`src/rtl/fetch_redirect_unit.sv`:
```
// Instruction fetch front end: keeps one imem request in flight, buffers a word
// across decode stalls, and redirects with flush on taken branches/jumps.
module fetch_redirect_unit #(
    parameter logic [63:0] RESET_PC = 64'h0
) (
    input  logic        clk_in,
    input  logic        rst_n_in,
    input  logic        branch_jump_signal_in,
    input  logic [63:0] target_pc_in,
    input  logic        stall_in,
    output logic        imem_req_out,
    output logic [63:0] imem_addr_out,
    input  logic        imem_ack_in,
    input  logic [31:0] imem_data_in,
    output logic [31:0] instr_out,
    output logic [63:0] instr_pc_out,
    output logic        instr_valid_out,
    output logic        flush_out,
    output logic        misaligned_out
);

    typedef enum logic [1:0] {IDLE, REQ, BUF, DISCARD} state_e;

    state_e      state_q, state_d;
    logic [63:0] pc_q, pc_d;
    logic [63:0] disc_addr_q, disc_addr_d;
    logic [31:0] buf_data_q, buf_data_d;
    logic [63:0] buf_pc_q, buf_pc_d;
    logic [31:0] instr_q, instr_d;
    logic [63:0] instr_pc_q, instr_pc_d;
    logic        instr_valid_q, instr_valid_d;
    logic        flush_q, flush_d;
    logic        misaligned_q, misaligned_d;

    always_ff @(posedge clk_in or negedge rst_n_in) begin
        if (!rst_n_in) begin
            state_q       <= IDLE;
            pc_q          <= RESET_PC;
            disc_addr_q   <= RESET_PC;
            buf_data_q    <= '0;
            buf_pc_q      <= '0;
            instr_q       <= '0;
            instr_pc_q    <= '0;
            instr_valid_q <= 1'b0;
            flush_q       <= 1'b0;
            misaligned_q  <= 1'b0;
        end else begin
            state_q       <= state_d;
            pc_q          <= pc_d;
            disc_addr_q   <= disc_addr_d;
            buf_data_q    <= buf_data_d;
            buf_pc_q      <= buf_pc_d;
            instr_q       <= instr_d;
            instr_pc_q    <= instr_pc_d;
            instr_valid_q <= instr_valid_d;
            flush_q       <= flush_d;
            misaligned_q  <= misaligned_d;
        end
    end

    always_comb begin
        state_d       = state_q;
        pc_d          = pc_q;
        disc_addr_d   = disc_addr_q;
        buf_data_d    = buf_data_q;
        buf_pc_d      = buf_pc_q;
        instr_d       = instr_q;
        instr_pc_d    = instr_pc_q;
        instr_valid_d = instr_valid_q;
        flush_d       = 1'b0;
        misaligned_d  = 1'b0;

        if (branch_jump_signal_in) begin
            pc_d          = {target_pc_in[63:2], 2'b00};
            instr_valid_d = 1'b0;
            flush_d       = 1'b1;
            misaligned_d  = |target_pc_in[1:0];
            case (state_q)
                REQ: begin
                    // Old request still in flight: remember its address so the
                    // bus stays stable until its ack is swallowed.
                    if (imem_ack_in) begin
                        state_d = REQ;
                    end else begin
                        state_d     = DISCARD;
                        disc_addr_d = pc_q;
                    end
                end
                DISCARD: state_d = imem_ack_in ? REQ : DISCARD;
                default: state_d = REQ;
            endcase
        end else begin
            case (state_q)
                IDLE: state_d = REQ;
                REQ: begin
                    if (imem_ack_in) begin
                        pc_d = pc_q + 64'd4;
                        if (stall_in) begin
                            buf_data_d = imem_data_in;
                            buf_pc_d   = pc_q;
                            state_d    = BUF;
                        end else begin
                            instr_d       = imem_data_in;
                            instr_pc_d    = pc_q;
                            instr_valid_d = 1'b1;
                        end
                    end else if (!stall_in) begin
                        instr_valid_d = 1'b0;
                    end
                end
                BUF: begin
                    if (!stall_in) begin
                        instr_d       = buf_data_q;
                        instr_pc_d    = buf_pc_q;
                        instr_valid_d = 1'b1;
                        state_d       = REQ;
                    end
                end
                DISCARD: begin
                    if (imem_ack_in) state_d = REQ;
                end
                default: state_d = REQ;
            endcase
        end
    end

    assign imem_req_out    = (state_q == REQ) || (state_q == DISCARD);
    assign imem_addr_out   = (state_q == DISCARD) ? disc_addr_q : pc_q;
    assign instr_out       = instr_q;
    assign instr_pc_out    = instr_pc_q;
    assign instr_valid_out = instr_valid_q;
    assign flush_out       = flush_q;
    assign misaligned_out  = misaligned_q;

endmodule

```
`config.mk`:
```
export PLATFORM = sky130hd
export DESIGN_NAME = fetch_redirect_unit
export DESIGN_NICKNAME = d
export VERILOG_FILES = /design/src/rtl/fetch_redirect_unit.sv
export SDC_FILE = /design/constraint.sdc
export NUM_CORES = 1
export LEC_CHECK = 0
export BUFFER_PORTS_ARGS = -buffer_cell sky130_fd_sc_hd__buf_2
export CAP_MARGIN = 20
export CORE_MARGIN = 2
export CORE_UTILIZATION = 25
export CTS_CLUSTER_DIAMETER = 50
export CTS_CLUSTER_SIZE = 28
export DETAILED_ROUTE_END_ITERATION = 10
export PLACE_DENSITY = 0.38
export SYNTH_ARGS = -nofsm -noshare
export SYNTH_HDL_FRONTEND = slang
export SYNTH_SLANG_ARGS = --single-unit
export TNS_END_PERCENT = 5
```
`constraint.sdc`:
```
create_clock -name clk_in -period 2.61 [get_ports clk_in]
set_clock_uncertainty 0.05 [all_clocks]
set_input_delay 0.3915 -clock clk_in [delete_from_list [all_inputs] [get_ports clk_in]]
set_output_delay 0.3915 -clock clk_in [all_outputs]
set_load 0.01 [all_outputs]
```
==> results.md <==
- Hold path depth: 3
- Fraction of registers with async set/reset: 100.0%
- Post-synth top area share: 53.10%
- Core ar.: 0.05902 sq mm
- Yosys warns: 0
- Routed Antenna Nets: 0
- Sequential power share: 39.3%
- Ant. Diodes: 0
- Detailed Routing Iterations Pass 1: 7
- H-Tree Depth: 2
- Yosys cell types: 47
- CTS root buf: clkbuf_16
- Ys flop type: dfrtp_1
- Pin count of the biggest net entering global routing: 85
- Area leader, netlist: dfrtp_1
- Total number of vias: 11410
- Worst Hold Class: in2reg
- RSZ-0062 raised after global routing: false
- Global route overflow: 0
- GPL Wtd Cong: 0.7778
- Final setup violation count: 0
- Top post-synthesis cells by area: dfrtp_1 (53%), mux2_2 (16%), mux2i_1 (6.2%)
- Cell Rows: 89
- Die area: 0.06173 sq mm
- I/O pin count: 265
- Slew of the pin with the lowest slew margin: 0.6661 ns
- Total GRT Usage: 15.79%
- Synthesis-stage register bit count: 317
- Worst VDD drop: 0.0004556 V
- Power Density: 860.8 mW/mm^2
- Upper clock frequency limit: 399.1 MHz
- Worst setup SP type: flip-flop
- Vias in the first global route: 11820
- Post-synth EDFFs: 0
- Mapped cell area: 0.01494 sq mm
- Fin crit period: 2.505 ns
- Initial drt markers: 592
- Cell Int Power: 12230 uW
- Leakage power total: 0.008627 uW
- Nature of the critical path endpoint: output port
- Residual DRC: 0
- Drt via density: 4.608
- Sequential area share after synthesis: 53.10%
- Die width: 248.5 microns
- Fin Hold WS: 0.02766 ns
- Worst-Skew Late Latency: 0.57 ns
- Synthesized instance count: 1340
- Synth Area per Inst: 11.15 sq um
- Clk pin slew, worst setup/hold paths: 0.06 ns
- Final hold viol count: 0
- CTS tree: yes
- Fin crit share: 95.99%
- Initial antenna violation count: 4
- Crit path max fanout: 15
- Switching share of power: 28.49%
- Global-route wire length before repair: 75330 microns
- Max_cap viols: 0
- Clk network pwr share: 40.7%
- CTS max path bufs: 3
- Die span in y: 248.5 microns
- Layout cells sized above 1: 38.87%
- Area growth from synthesis to layout: 33.05%
- Slew Limit Fails: 0
- Most numerous cell in the Yosys netlist: dfrtp_1
- Combinational Power Share: 20.0%
- Starting Density: 25.31%
- Setup CP Type: reg2out
- Hpwl dp: 34850 microns
- Top post-synthesis cells by count: dfrtp_1 (317), mux2_2 (215), nand2_1 (165)
- CTS buffer count: 46
- R2R depth: 5
- Avg WL per Cell: 20.34 microns
- WP data required: 2.17 ns
- Outcome: finished, final reports clean
- Sw Pwr: 4875 uW
- Slew headroom: 55.59%
- Port Buffers: 260
- Fin util: 33.68%
- Critical Path AT: 2.06 ns
- Post-Route WL: 50360 microns
- TritonCTS Sinks: 317
- # nets final: 1769
[final cells by class]
| class | instances | area [sq um] |
|---|---|---|
| clock buffers | 55 | 1256 |
| well taps | 773 | 967.2 |
| flip-flops and latches | 317 | 7934 |
| multi-input cells | 899 | 6529 |
| fillers | 6061 | 39140 |
| inverters | 8 | 30.03 |
| repair buffers | 395 | 2711 |
| clock inverters | 29 | 449.2 |
[layer usage]
metal / global-route usage (%) / part of all wire, % / up-vias
li1: - / - / 5407
met4: 4.636 / 2.2 / 4
met5: 0 / 0.050 / -
met2: 25.48 / 46 / 244
met1: 21.54 / 47 / 5685
met3: 2.868 / 4.3 / 69
[cell usage in the layout, fill, tap and decap left out, drive strengths merged, types with 18 or more instances in the layout]
master / count
buf: 349
dfrtp: 317
mux2: 215
nand2: 165
o21ai: 149
mux2i: 92
clkbuf: 58
nor2: 50
dlygate4sd3: 43
nand3: 28
nand4: 28
a31oi: 23
xnor2: 21
or3: 18
[timing repair]
item | in CTS | in global routing
resized for setup | 4 | 3
pin swaps | 0 | 1
hold endpoints to repair | 90 | 0
hold buffers | 43 | 0
buffers inserted | 0 | 2
endpoints found under the setup margin | 37 | 60
cloned | 0 | 5
[path summary, 6_finish.rpt]
check	end	startpoint	slack (ns)
worst max-delay path	imem_addr_out[19]	state_q[0]$_DFFE_PN0P_	0.10
worst min-delay path	pc_q[10]$_DFFE_PN0N_	target_pc_in[10]	0.03
worst max register to register	pc_q[56]$_DFFE_PN0N_	pc_q[35]$_DFFE_PN0N_	0.20
worst min register to register	instr_pc_out[51]$_DFFE_PN0P_	instr_pc_out[51]$_DFFE_PN0P_	0.42
max in group asynchronous	instr_pc_out[26]$_DFFE_PN0P_	rst_n_in	1.39
min in group asynchronous	buf_data_q[8]$_DFFE_PN0P_	rst_n_in	0.31
[critical path, stage by stage (launching register included)]
cell,delay [ns]
dfrtp_2,0.41
buf_4,0.18
nand2_8,0.16
buf_16,0.19
mux2_2,0.39
buf_2,0.15
[flip-flops by register name, summed over array words and instances, names as in the netlist]
register,flops
buf_pc_q,62
disc_addr_q,62
instr_valid_out,1
buf_data_q,32
state_q,2
misaligned_out,1
instr_out,32
pc_q,62
flush_out,1
instr_pc_out,62
[logic make-up after synthesis]
family | count (synthesis) | share of synthesized area [%]
simple gates | 359 | 11.80
other cells | 1 | 0.02510
xor+xnor | 36 | 2.111
mux | 307 | 22.37
compound gates | 192 | 6.918
fa+ha+maj | 1 | 0.08374
flops | 317 | 53.10
buf+inv | 127 | 3.593
[power by group through the flow]
stage,registers [uW],clock network (uW),logic [uW]
after detailed placement,6810,0,3370
after CTS,6730,7180,3440
after global placement,6770,0,3340
after floorplan,6830,0,1770
after global routing,6890,7390,3780
final,6720,6960,3430
[through the flow]
| stage | TNS (ns) | instance area, sq um | power, uW | std cells | worst slack (ns) |
|---|---|---|---|---|---|
| 2_1_floorplan | 0 | 14950 | 8605 | 1343 | 0.3434 |
| 3_3_place_gp | 0 | 17590 | 10110 | 2342 | 0.3223 |
| 3_5_place_dp | 0 | 17590 | 10180 | 2342 | 0.2253 |
| 4_1_cts | -0.1277 | 19740 | 17350 | 2469 | -0.01977 |
| 5_1_grt | 0 | 19880 | 18060 | 2476 | 0.02967 |
| 6_report | 0 | 19880 | 17110 | 2476 | 0.1047 |
Power figures use the tool's default switching activity.
